===== src/rtl/mouse_cursor_overlay.sv =====
// Mouse cursor overlay: frame-latched cursor position/mode, shape hit test,
// and blink control, producing a per-pixel draw flag two cycles after the scan
// coordinate is presented.
//
// Ports:
//   clk_i, reset_ni          clock, asynchronous active-low reset
//   mouse_x/y_position_i     requested cursor position, captured on mouse_valid_i
//   mouse_valid_i            one-cycle strobe loading the shadow position
//   frame_start_i            one-cycle pulse; latches shadow/mode_i into active state
//   mode_i                   0 off, 1 dot, 2 crosshair, 3 box outline
//   blink_en_i               enables blinking
//   pixel_x_i, pixel_y_i     current scan coordinate
//   cursor_draw_o            scan pixel (2 cycles earlier) belongs to visible cursor
//   cursor_x_o, cursor_y_o   active (frame-latched) cursor position
module mouse_cursor_overlay #(
  parameter int unsigned COLUMNS      = 640,
  parameter int unsigned ROWS         = 480,
  parameter int unsigned HALF_SIZE    = 4,
  parameter int unsigned BLINK_FRAMES = 30
) (
  input  logic                       clk_i,
  input  logic                       reset_ni,
  input  logic [$clog2(COLUMNS)-1:0] mouse_x_position_i,
  input  logic [$clog2(ROWS)-1:0]    mouse_y_position_i,
  input  logic                       mouse_valid_i,
  input  logic                       frame_start_i,
  input  logic [1:0]                 mode_i,
  input  logic                       blink_en_i,
  input  logic [$clog2(COLUMNS)-1:0] pixel_x_i,
  input  logic [$clog2(ROWS)-1:0]    pixel_y_i,
  output logic                       cursor_draw_o,
  output logic [$clog2(COLUMNS)-1:0] cursor_x_o,
  output logic [$clog2(ROWS)-1:0]    cursor_y_o
);

  localparam int unsigned XW     = $clog2(COLUMNS);
  localparam int unsigned YW     = $clog2(ROWS);
  localparam int unsigned CW     = 8;
  localparam int unsigned X_MAX  = COLUMNS - 1;
  localparam int unsigned Y_MAX  = ROWS - 1;
  localparam int unsigned X_RST  = (COLUMNS / 2 > X_MAX) ? X_MAX : COLUMNS / 2;
  localparam int unsigned Y_RST  = (ROWS / 2 > Y_MAX) ? Y_MAX : ROWS / 2;
  localparam int unsigned CNT_MAX = BLINK_FRAMES - 1;

  localparam logic [1:0] MODE_OFF   = 2'd0;
  localparam logic [1:0] MODE_DOT   = 2'd1;
  localparam logic [1:0] MODE_CROSS = 2'd2;
  localparam logic [1:0] MODE_BOX   = 2'd3;

  logic [XW-1:0] shadow_x_q, active_x_q, clamp_x_c;
  logic [YW-1:0] shadow_y_q, active_y_q, clamp_y_c;
  logic [1:0]    active_mode_q;
  logic [CW-1:0] frame_cnt_q;
  logic          blink_phase_q;
  logic [XW:0]   dx_c, dx_q;
  logic [YW:0]   dy_c, dy_q;
  logic [1:0]    mode_s1_q;
  logic          hit_c;
  logic          visible_c;

  // Clamp incoming mouse coordinates to the visible screen.
  always_comb begin
    clamp_x_c = mouse_x_position_i;
    clamp_y_c = mouse_y_position_i;
    if (mouse_x_position_i > XW'(X_MAX)) clamp_x_c = XW'(X_MAX);
    if (mouse_y_position_i > YW'(Y_MAX)) clamp_y_c = YW'(Y_MAX);
  end

  // Shadow position follows the mouse; active state only changes at frame start.
  always_ff @(posedge clk_i or negedge reset_ni) begin
    if (!reset_ni) begin
      shadow_x_q    <= XW'(X_RST);
      shadow_y_q    <= YW'(Y_RST);
      active_x_q    <= XW'(X_RST);
      active_y_q    <= YW'(Y_RST);
      active_mode_q <= MODE_DOT;
    end else begin
      if (mouse_valid_i) begin
        shadow_x_q <= clamp_x_c;
        shadow_y_q <= clamp_y_c;
      end
      if (frame_start_i) begin
        active_mode_q <= mode_i;
        // A coincident strobe bypasses the shadow so the new position is used now.
        if (mouse_valid_i) begin
          active_x_q <= clamp_x_c;
          active_y_q <= clamp_y_c;
        end else begin
          active_x_q <= shadow_x_q;
          active_y_q <= shadow_y_q;
        end
      end
    end
  end

  // Blink counter; frozen while blinking is disabled.
  always_ff @(posedge clk_i or negedge reset_ni) begin
    if (!reset_ni) begin
      frame_cnt_q   <= '0;
      blink_phase_q <= 1'b1;
    end else if (frame_start_i && blink_en_i) begin
      if (frame_cnt_q >= CW'(CNT_MAX)) begin
        frame_cnt_q   <= '0;
        blink_phase_q <= ~blink_phase_q;
      end else begin
        frame_cnt_q <= frame_cnt_q + CW'(1);
      end
    end
  end

  assign visible_c = !blink_en_i || blink_phase_q;

  // Absolute distances at one extra bit so the subtraction never wraps.
  always_comb begin
    if (pixel_x_i >= active_x_q) dx_c = (XW+1)'(pixel_x_i) - (XW+1)'(active_x_q);
    else                         dx_c = (XW+1)'(active_x_q) - (XW+1)'(pixel_x_i);
    if (pixel_y_i >= active_y_q) dy_c = (YW+1)'(pixel_y_i) - (YW+1)'(active_y_q);
    else                         dy_c = (YW+1)'(active_y_q) - (YW+1)'(pixel_y_i);
  end

  // Stage 1: distances and the mode they are to be judged against.
  always_ff @(posedge clk_i or negedge reset_ni) begin
    if (!reset_ni) begin
      dx_q      <= '0;
      dy_q      <= '0;
      mode_s1_q <= MODE_OFF;
    end else begin
      dx_q      <= dx_c;
      dy_q      <= dy_c;
      mode_s1_q <= active_mode_q;
    end
  end

  // Shape hit test on the stage-1 distances.
  always_comb begin
    logic x_in, y_in, x_zero, y_zero, x_edge, y_edge;
    x_in   = dx_q <= (XW+1)'(HALF_SIZE);
    y_in   = dy_q <= (YW+1)'(HALF_SIZE);
    x_zero = dx_q == '0;
    y_zero = dy_q == '0;
    x_edge = dx_q == (XW+1)'(HALF_SIZE);
    y_edge = dy_q == (YW+1)'(HALF_SIZE);
    hit_c  = 1'b0;
    case (mode_s1_q)
      MODE_DOT:   hit_c = x_in && y_in;
      MODE_CROSS: hit_c = (x_zero && y_in) || (y_zero && x_in);
      MODE_BOX:   hit_c = x_in && y_in && (x_edge || y_edge);
      default:    hit_c = 1'b0;
    endcase
  end

  // Stage 2: registered draw flag.
  always_ff @(posedge clk_i or negedge reset_ni) begin
    if (!reset_ni) cursor_draw_o <= 1'b0;
    else           cursor_draw_o <= hit_c && visible_c;
  end

  assign cursor_x_o = active_x_q;
  assign cursor_y_o = active_y_q;

endmodule


===== config.mk =====
export PLATFORM = sky130hd
export DESIGN_NAME = mouse_cursor_overlay
export DESIGN_NICKNAME = d
export VERILOG_FILES = /design/src/rtl/mouse_cursor_overlay.sv
export SDC_FILE = /design/constraint.sdc
export NUM_CORES = 1
export LEC_CHECK = 0
export CAP_MARGIN = 40
export CORE_MARGIN = 8
export CORE_UTILIZATION = 45
export CTS_CLUSTER_SIZE = 10
export DETAILED_ROUTE_END_ITERATION = 10
export MAX_ROUTING_LAYER = met4
export PLACE_DENSITY = 0.68
export SYNTH_ARGS = -nofsm -noshare
export SYNTH_HDL_FRONTEND = slang
export SYNTH_SLANG_ARGS = --single-unit

===== constraint.sdc =====
create_clock -name clk_i -period 3.7 [get_ports clk_i]
set_clock_uncertainty 0.15 [all_clocks]
set_input_delay 0.555 -clock clk_i [delete_from_list [all_inputs] [get_ports clk_i]]
set_output_delay 0.555 -clock clk_i [all_outputs]
set_load 0.005 [all_outputs]

==> results of run 1 <==
[flip-flops by register name (all words and copies together), names as in the netlist]
signal,flops
active_mode_q,2
cursor_y_o,9
frame_cnt_q,8
cursor_x_o,10
dy_q,10
blink_phase_q,1
dx_q,11
shadow_y_q,9
shadow_x_q,10
mode_s1_q,2
cursor_draw_o,1
[cells by family after synthesis]
logic type / synth area share [%]
AOI/OAI and AO/OA: 17.7
and+or+nand+nor: 11.3
buffers and inverters: 7.13
DFF: 41.6
adders and majority gates: 13.4
muxes: 5.19
xor gates and xnor gates: 3.75
[worst max-delay path by stage]
stage / from / slack [ns] / end
2_1_floorplan: pixel_y_i[2] / 1.19 / dy_q[2]
3_3_place_gp: pixel_y_i[4] / 0.57 / dy_q[2]
3_5_place_dp: pixel_y_i[4] / 0.50 / dy_q[5]
4_1_cts: pixel_y_i[4] / 0.86 / dy_q[5]
5_1_grt: pixel_y_i[4] / 0.67 / dy_q[6]
6_report: pixel_y_i[4] / 0.81 / dy_q[5]
[report_power, final]
group,total [W],switching [W],internal [W]
sequential,0.00107,0.0000940,0.000978
combinational,0.000791,0.000417,0.000374
clock,0.000709,0.000309,0.000401
total,0.00257,0.000820,0.00175
[stage by stage]
| stage | power, W | instance area (um2) | setup WS, ns |
|---|---|---|---|
| 2_1_floorplan | 0.00162 | 4440 | 1.19 |
| 3_3_place_gp | 0.00185 | 5160 | 0.567 |
| 3_5_place_dp | 0.00188 | 5190 | 0.505 |
| 4_1_cts | 0.00261 | 5430 | 0.857 |
| 5_1_grt | 0.00275 | 5430 | 0.674 |
| 6_report | 0.00257 | 5430 | 0.812 |
[critical path, cell delays in order]
cell,delay (ns)
clkdlybuf4s50_1,0.48
inv_1,0.05
ha_1,0.42
a21o_2,0.27
nand2_1,0.12
a31oi_4,0.11
o32ai_4,0.52
mux2i_1,0.28
xor2_1,0.18
[routing by layer]
metal	up-vias	routed length [um]	GRT usage (%)
met2	61	4580	25.2
met4	0	80	3.94
li1	1669	-	-
met3	5	223	2.89
met1	1563	4870	20.7
met5	-	0	-
[cells in the final DEF, fill, tap and decap left out, types with 2 or more instances in the layout]
cell / synthesis / layout
a21o_1: 8 / 8
a21o_2: 2 / 2
a21oi_1: 18 / 18
a31oi_1: 7 / 7
and2_1: 4 / 4
and3_1: 2 / 2
and4_1: 3 / 3
buf_4: 0 / 3
bufinv_16: 0 / 2
clkbuf_8: 0 / 10
clkdlybuf4s50_1: 0 / 63
dfrtp_1: 59 / 59
dfstp_2: 14 / 14
fa_1: 4 / 4
ha_1: 41 / 41
inv_1: 57 / 57
mux2_1: 5 / 5
mux2_2: 3 / 3
mux2i_1: 14 / 14
nand2_1: 38 / 38
nand2b_1: 4 / 4
nand3_1: 6 / 6
nand4_1: 6 / 6
nor2_1: 25 / 25
nor2b_1: 3 / 3
nor3_1: 8 / 8
nor4_1: 2 / 2
o211ai_1: 3 / 3
o21a_1: 2 / 2
o21ai_0: 20 / 20
o21ai_1: 14 / 14
o22a_1: 12 / 12
o22ai_1: 3 / 3
o31ai_1: 3 / 3
o41ai_1: 3 / 3
xnor2_1: 10 / 10
xor2_1: 9 / 9
[final cells by class]
cell class                 instances  area (um2)  area share (%)
clock buffer                      10         138            2.54
clock inverter                     6        90.1            1.66
inverter                          57         214            3.94
multi-input combinational        301        2280            42.0
sequential                        73        1840            34.0
tap                              133         166            3.07
timing repair buffer              69         696            12.8
[timing repair]
action                                 CTS  global route
endpoints found under the hold margin    5             0
hold buffers                             1             0
resized for setup                        0             0
==> flow_summary.json, run 1 <==
{
  "vdd_drop_max_v": 0.000261,
  "rsz0062_at_grt": "no",
  "path_class": "in2reg",
  "fin_cells": 649,
  "min_path_cells": 0,
  "diodes": 0,
  "wire_per_inst_um": 15.0,
  "drv_cap": 0,
  "synth_cells": 447,
  "reg2reg_depth": 7,
  "die_height_um": 115,
  "dp_hpwl_um": 7650,
  "cts_htree_levels": 3,
  "ys_seq_area_share_pct": 41.6,
  "end_kind": "flop",
  "initial_core_util_pct": 45.8,
  "worst_setup_path_start_kind": "input port",
  "clkSinkCount": 73,
  "r2r-end": "dy_q[5]",
  "vias": 3298,
  "p_per_area_mw_per_mm2": 474,
  "async_reset_ff_share_pct": 100,
  "post_cts_buffers": 0,
  "min_to": "mode_s1_q[1]",
  "final-max-slew-violation-count": 0,
  "area_growth_pct": 22.2,
  "required_ns": 3.80,
  "netlist.top_cell.by_area": "dfrtp_1",
  "grt_pass1_wl_um": 16400,
  "grt_pass1_vias": 3322,
  "holdWs_ns": 0.227,
  "syn_area_per_cell_um2": 9.93,
  "grt_usage_pct": 16.0,
  "detailedRoute.firstIterationViolations": 143,
  "drive_gt1_share_pct": 10.1,
  "ant_nets": 0,
  "r2r-start": "cursor_y_o[4]",
  "fin_crit_ns": 2.89,
  "synth_cell_types": 55,
  "r2r_slack_ns": 1.08,
  "design.core.area_mm2": 0.00968,
  "fin_nets": 601,
  "firstDrtPassIters": 5,
  "place_inst": 632,
  "period_share_pct": 78.1,
  "gp_congestion": 0.889,
  "antenna_found_initial": 0,
  "port_buffers": 64,
  "grt_max_degree": 69,
  "status": "complete, no violations",
  "max_freq_mhz": 346,
  "clk_pin_slew_ns": 0.08,
  "die_w_um": 115,
  "synth_edf_count": 0,
  "num_rows": 36,
  "cp_max_fo": 9,
  "synth.area.top_cells": "dfrtp_1 33%, ha_1 12%, dfstp_2 8.3%, inv_1 4.8%, nand2_1 3.2%",
  "fill_cells": 849,
  "synth.most_common_cell": "dfrtp_1",
  "drc": 0,
  "arrival_ns": 2.99,
  "hp-start": "active_mode_q[1]",
  "wirelength_um": 9750,
  "die_area_mm2": 0.0133,
  "tns_ns": 0,
  "syn_nets": 537,
  "synth_flop_cell": "dfrtp_1",
  "clockBufferDepth": 2,
  "worstHoldPathType": "reg2reg",
  "slew_headroom_pct": 57.4,
  "finalSetupViolations": 0,
  "yosysTopAreaCellShare_pct": 33.3,
  "synth_common_cells": "59 x dfrtp_1, 57 x inv_1, 41 x ha_1",
  "post_drt_via_cell_ratio": 5.08,
  "final_core_util_pct": 56.0,
  "worst_pin_slew_ns": 0.639,
  "cts_tree": "done",
  "hold_viol": 0,
  "clock_latency_ns": 0.34,
  "cts_buffers": 9,
  "clockRootBuffer": "clkbuf_8",
  "netlist_area_mm2": 0.00444,
  "grt-ovfl-total": 0,
  "ios": 65,
  "ys_ff_latch": 73,
  "ys.warnings.count": 0,
  "p_leak_nw": 2.51
}
Note: power is estimated with default switching activity, not from simulation.
==> run 2, diff against run 1 <==
PLACE_DENSITY = 0.71   (was 0.68)
clock period = 2.36 ns   (was 3.7 ns; I/O delays follow)
==> run 2 against run 1 <==
Compared with the run above: hold slack gained 0.0014 ns; sequential share of layout area shrank 4.5 points; combinational power grew 110%; final area grew 15%; the run now ends with setup timing left; flip-flop and latch count is the same; sequential power grew 58%; critical path depth grew 1; via count grew 13%; first-iteration DRC count grew 34%; clock-buffer cell count grew 1; non-clock buffer count grew 72; die area is the same.
==> flow_summary.json, run 2 (synthesis gave the netlist of run 1 again) <==
{
  "diodes": 0,
  "detailedRoute.firstIterationViolations": 192,
  "rsz0062_at_grt": "yes",
  "regMostFlops": "dx_q",
  "grtUsageMet3_pct": 2.00,
  "vdd_drop_max_v": 0.000310,
  "initial_core_util_pct": 45.8,
  "reg2reg_depth": 9,
  "top_usage_layer": "met2",
  "crit_buf_inv": 3,
  "clock_latency_ns": 0.35,
  "fin_crit_ns": 2.43,
  "worst_slack_ns": -0.0681,
  "cts_htree_levels": 3,
  "finalSetupViolations": 4,
  "sequentialPowerShare_pct": 39.6,
  "firstDrtPassIters": 4,
  "crit_cells": 10,
  "status": "finished, violations left",
  "post_drt_via_cell_ratio": 5.17,
  "layout_commonest_cell": "buf_4",
  "crit_chain": "clkdlybuf4s50_1, inv_1, ha_1, nor2b_4, o2111ai_4, a31oi_4, o32ai_4, buf_12, mux2i_1, xor2_1",
  "cts_tree": "done",
  "grt_usage_pct": 18.1,
  "cp_top_family": "buffers and inverters",
  "intPower_w": 0.00283,
  "drc": 0,
  "design.core.area_mm2": 0.00968,
  "endpoint": "dy_q[6]",
  "period_share_pct": 103,
  "clkSinkCount": 73,
  "antenna_found_initial": 0,
  "r2r-start": "cursor_y_o[0]",
  "drv_cap": 0,
  "grt_pass1_vias": 3827,
  "die_area_mm2": 0.0133,
  "cp_max_fo": 5,
  "area_growth_pct": 40.7,
  "violations": "setup timing",
  "worstHoldPathType": "reg2reg",
  "ant_nets": 0,
  "swShare_pct": 33.8,
  "slowest_stage": "clkdlybuf4s50_1",
  "cts_buffers": 9,
  "num_rows": 36,
  "path_class": "in2reg",
  "hold_viol": 0,
  "combPwrFrac_pct": 38.2,
  "ios": 65,
  "port_buffers": 64,
  "grt_max_degree": 54,
  "grt-ovfl-total": 0,
  "arrival_ns": 2.55,
  "fin_nets": 674,
  "clockRootBuffer": "clkbuf_8",
  "cpPeakStageDelay_ns": 0.48,
  "final_core_util_pct": 64.5,
  "worst_setup_path_start_kind": "input port",
  "vias": 3732,
  "power_frac_clock_pct": 22.3,
  "gp_congestion": 0.889,
  "wirelength_um": 11500,
  "drive_gt1_share_pct": 28.0,
  "fin_cells": 722,
  "p_leak_nw": 2.95,
  "required_ns": 2.49,
  "clockBufferDepth": 2,
  "slew_headroom_pct": 65.9,
  "place_inst": 701,
  "r2r-end": "dy_q[6]",
  "use_met2_pct": 29.2,
  "startpoint": "pixel_y_i[2]",
  "hp-start": "active_mode_q[1]",
  "r2r_slack_ns": -0.03,
  "p_per_area_mw_per_mm2": 685,
  "end_kind": "flop",
  "die_height_um": 115,
  "clk_pin_slew_ns": 0.09,
  "use_met1_pct": 23.1,
  "dp_hpwl_um": 8530,
  "final-max-slew-violation-count": 0,
  "p_sw_w": 0.00145,
  "grt_pass1_wl_um": 18600,
  "layout_common_cells": "70 x buf_4, 59 x dfrtp_1, 54 x clkdlybuf4s50_1, 50 x inv_1, 37 x nand2_1",
  "max_freq_mhz": 412,
  "die_w_um": 115,
  "largest_reg_flops": 11,
  "wire_per_inst_um": 15.9,
  "worst_pin_slew_ns": 0.512
}
-- run 2: cell count changes in the layout (fill, tap and decap cells not counted), sizes merged --
cell | previous run | this run
buf | 5 | 77
bufinv | 2 | 0
clkbuf | 10 | 11
clkdlybuf4s50 | 63 | 54
clkinv | 2 | 3
dlygate4sd2 | 0 | 3
dlymetal6s2s | 0 | 6
o32ai | 1 | 2
-- run 2: worst min-delay path by stage --
stage | end | cells past startpoint | slack (ns)
after floorplan | active_mode_q[1] | 0 | -0.09
after global placement | cursor_x_o[3] | 1 | 0.20
after detailed placement | cursor_x_o[3] | 1 | 0.20
after CTS | mode_s1_q[1] | 0 | 0.23
after global routing | mode_s1_q[1] | 0 | 0.24
final | mode_s1_q[1] | 0 | 0.23
-- run 2: cell type report --
| type | instances | area, um2 |
|---|---|---|
| fillers | 771 | 3440 |
| multi-input cells | 302 | 2550 |
| flip-flops and latches | 73 | 1840 |
| repair buffers | 141 | 1280 |
| inverters | 57 | 214 |
| well taps | 133 | 166 |
| clock buffers | 11 | 151 |
| clock inverters | 5 | 38.8 |
-- run 2: power by group through the flow --
stage / combinational (W) / clock (W) / sequential, W
3_3_place_gp: 0.00141 / 0 / 0.00170
2_1_floorplan: 0.000884 / 0 / 0.00167
3_5_place_dp: 0.00145 / 0 / 0.00171
5_1_grt: 0.00179 / 0.00105 / 0.00173
6_report: 0.00163 / 0.000952 / 0.00169
4_1_cts: 0.00153 / 0.000988 / 0.00169
-- run 2: repair_timing --
item                                   CTS  global route
endpoints found under the hold margin   20             0
pin swaps                               10            18
hold buffers                             1             0
setup endpoints to repair               17            18
gates resized for setup                 19            37
gates cloned                             1             0
buffers inserted                         2             1
-- run 2: metal layers --
metal	part of all wire, %	wire, um
met1	45	5120
met2	50	5770
met3	3.1	359
met4	1.8	202
met5	0	0
-- run 2: stage by stage --
| stage | area [um2] | hold slack [ns] | setup WS [ns] | setup TNS [ns] | power, W |
|---|---|---|---|---|---|
| 3_5_place_dp | 5740 | 0.204 | -0.581 | -8.83 | 0.00316 |
| 3_3_place_gp | 5740 | 0.198 | -0.495 | -7.60 | 0.00311 |
| 4_1_cts | 6050 | 0.234 | -0.0553 | -0.192 | 0.00420 |
| 2_1_floorplan | 4460 | -0.0916 | -0.0155 | -0.0560 | 0.00255 |
| 6_report | 6240 | 0.229 | -0.0681 | -0.157 | 0.00428 |
| 5_1_grt | 6240 | 0.239 | -0.137 | -0.929 | 0.00457 |
==> run 3, diff against run 2 <==
PLACE_DENSITY = 0.68   (was 0.71)
REMOVE_ABC_BUFFERS = 1   (was unset)
clock period = 2.9 ns   (was 2.36 ns; I/O delays follow)
==> run 3 against run 2 <==
Compared with the run above: the run now ends clean; critical path depth fell by 1; sequential power is 19% lower; die area stayed put; via count down 10%; non-clock buffer count is 49 lower; global-route usage is 1.3 points lower; first-iteration DRC count fell by 24%; register-to-register slack improved by 0.42 ns; cell count down 7.1%; hold slack hardly changed; critical endpoint is now dx_q[3]; routed wire length down 11%; combinational power shrank 34%.
==> flow_summary.json, run 3 (synthesis gave the netlist of run 1 again) <==
{
  "clockRootBuffer": "clkbuf_8",
  "multi_input_area_mm2": 0.00228,
  "grt_pass1_vias": 3415,
  "drive_gt1_share_pct": 13.6,
  "grt_max_degree": 49,
  "arrival_ns": 2.75,
  "finalSetupViolations": 0,
  "clockBufferDepth": 2,
  "drv_cap": 0,
  "cp_max_fo": 5,
  "p_leak_nw": 2.61,
  "cts_tree": "done",
  "diodes": 0,
  "worst_pin_slew_ns": 0.638,
  "period_share_pct": 91.9,
  "cpPeakStageDelay_ns": 0.49,
  "layout_common_cells": "63 x clkdlybuf4s50_1, 59 x dfrtp_1, 57 x inv_1, 41 x ha_1, 38 x nand2_1",
  "largest_reg_flops": 11,
  "detailedRoute.firstIterationViolations": 146,
  "post_cts_buffers": 0,
  "max_freq_mhz": 375,
  "wire_per_inst_um": 15.2,
  "fin_nets": 624,
  "ios": 65,
  "seqCellArea_mm2": 0.00184,
  "r2r-start": "cursor_x_o[6]",
  "gp_congestion": 0.862,
  "fill_cells": 886,
  "worstHoldPathType": "reg2reg",
  "cts_htree_levels": 3,
  "clk_pin_slew_ns": 0.07,
  "vias": 3350,
  "firstDrtPassIters": 6,
  "crit_chain": "clkdlybuf4s50_1, inv_1, ha_1, o211ai_1, a21oi_1, a21boi_2, o21ai_4, mux2_1, xnor2_1",
  "antenna_found_initial": 0,
  "path_class": "in2reg",
  "cp_top_family": "compound AO/OA/AOI/OAI gates",
  "required_ns": 2.99,
  "regMostFlops": "dx_q",
  "dp_hpwl_um": 8070,
  "fin_crit_ns": 2.67,
  "grt-ovfl-total": 0,
  "vdd_drop_max_v": 0.000333,
  "die_w_um": 115,
  "p_per_area_mw_per_mm2": 583,
  "hold_viol": 0,
  "startpoint": "pixel_x_i[3]",
  "layout_commonest_cell": "clkdlybuf4s50_1",
  "place_inst": 655,
  "worst_setup_path_start_kind": "input port",
  "port_buffers": 64,
  "design.core.area_mm2": 0.00968,
  "cts_resized": 0,
  "wirelength_um": 10200,
  "final-max-slew-violation-count": 0,
  "slew_headroom_pct": 57.5,
  "end_kind": "flop",
  "grt_pass1_wl_um": 17000,
  "slowest_stage": "clkdlybuf4s50_1",
  "cts_buffers": 9,
  "drc": 0,
  "area_growth_pct": 25.2,
  "num_rows": 36,
  "status": "complete, no violations",
  "rsz0062_at_grt": "no",
  "ant_nets": 0,
  "grt_usage_pct": 16.7,
  "clkSinkCount": 73,
  "die_area_mm2": 0.0133,
  "hp-start": "active_mode_q[1]",
  "crit_buf_inv": 2,
  "post_drt_via_cell_ratio": 4.99,
  "fin_cells": 671,
  "die_height_um": 115,
  "finalPower_w": 0.00324,
  "initial_core_util_pct": 45.8,
  "clock_latency_ns": 0.34
}
-- run 3: layer usage --
layer	wire [um]	up-vias	track usage [%]
met5	0	-	-
met3	323	6	3.26
met4	108	0	5.52
met1	5160	1576	22.7
li1	-	1704	-
met2	4610	64	24.4
-- run 3: report_power, final --
part | switching (W) | internal [W]
Combinational | 0.000545 | 0.000530
Sequential | 0.000122 | 0.00125
Clock | 0.000357 | 0.000437
-- run 3: layout make-up --
cell class	count	area share, %
multi-input cells	301	41.0
clock inverters	3	0.720
flip-flops and latches	73	33.2
repair buffers	92	15.5
inverters	57	3.85
well taps	133	2.99
clock buffers	12	2.79
-- run 3: final timing paths --
path                            slack (ns)             to  cells past startpoint
worst max-delay path                  0.23        dx_q[3]                      9
worst min-delay path                  0.23   mode_s1_q[1]                      0
worst max register to register        0.39        dx_q[3]                      7
worst min register to register        0.23   mode_s1_q[1]                      0
max in group asynchronous             1.35  shadow_x_q[6]                      3
min in group asynchronous             0.52  cursor_draw_o                      2
-- run 3: through the flow --
step / setup TNS [ns] / hold slack, ns / area [um2] / util [%] / setup slack, ns
after global routing: 0 / 0.249 / 5560 / 57.4 / 0.149
after global placement: -0.00386 / 0.211 / 5350 / 55.3 / -0.00386
after detailed placement: -0.456 / 0.225 / 5350 / 55.3 / -0.114
after floorplan: 0 / -0.0106 / 4340 / - / 0.520
after CTS: 0 / 0.236 / 5560 / 57.4 / 0.269
final: 0 / 0.228 / 5560 / 57.4 / 0.234
-- run 3: worst register-to-register path: cells and delay by family, from the launching register on --
family | cells | cell delay [ns]
flops | 1 | 0.55
compound gates | 4 | 0.83
mux | 1 | 0.35
fa+ha+maj | 1 | 0.29
xor+xnor | 1 | 0.23
-- run 3: what timing repair did --
item / CTS / global route
hold endpoints to repair: 19 / 0
endpoints found under the setup margin: 0 / 0
hold buffers: 1 / 0
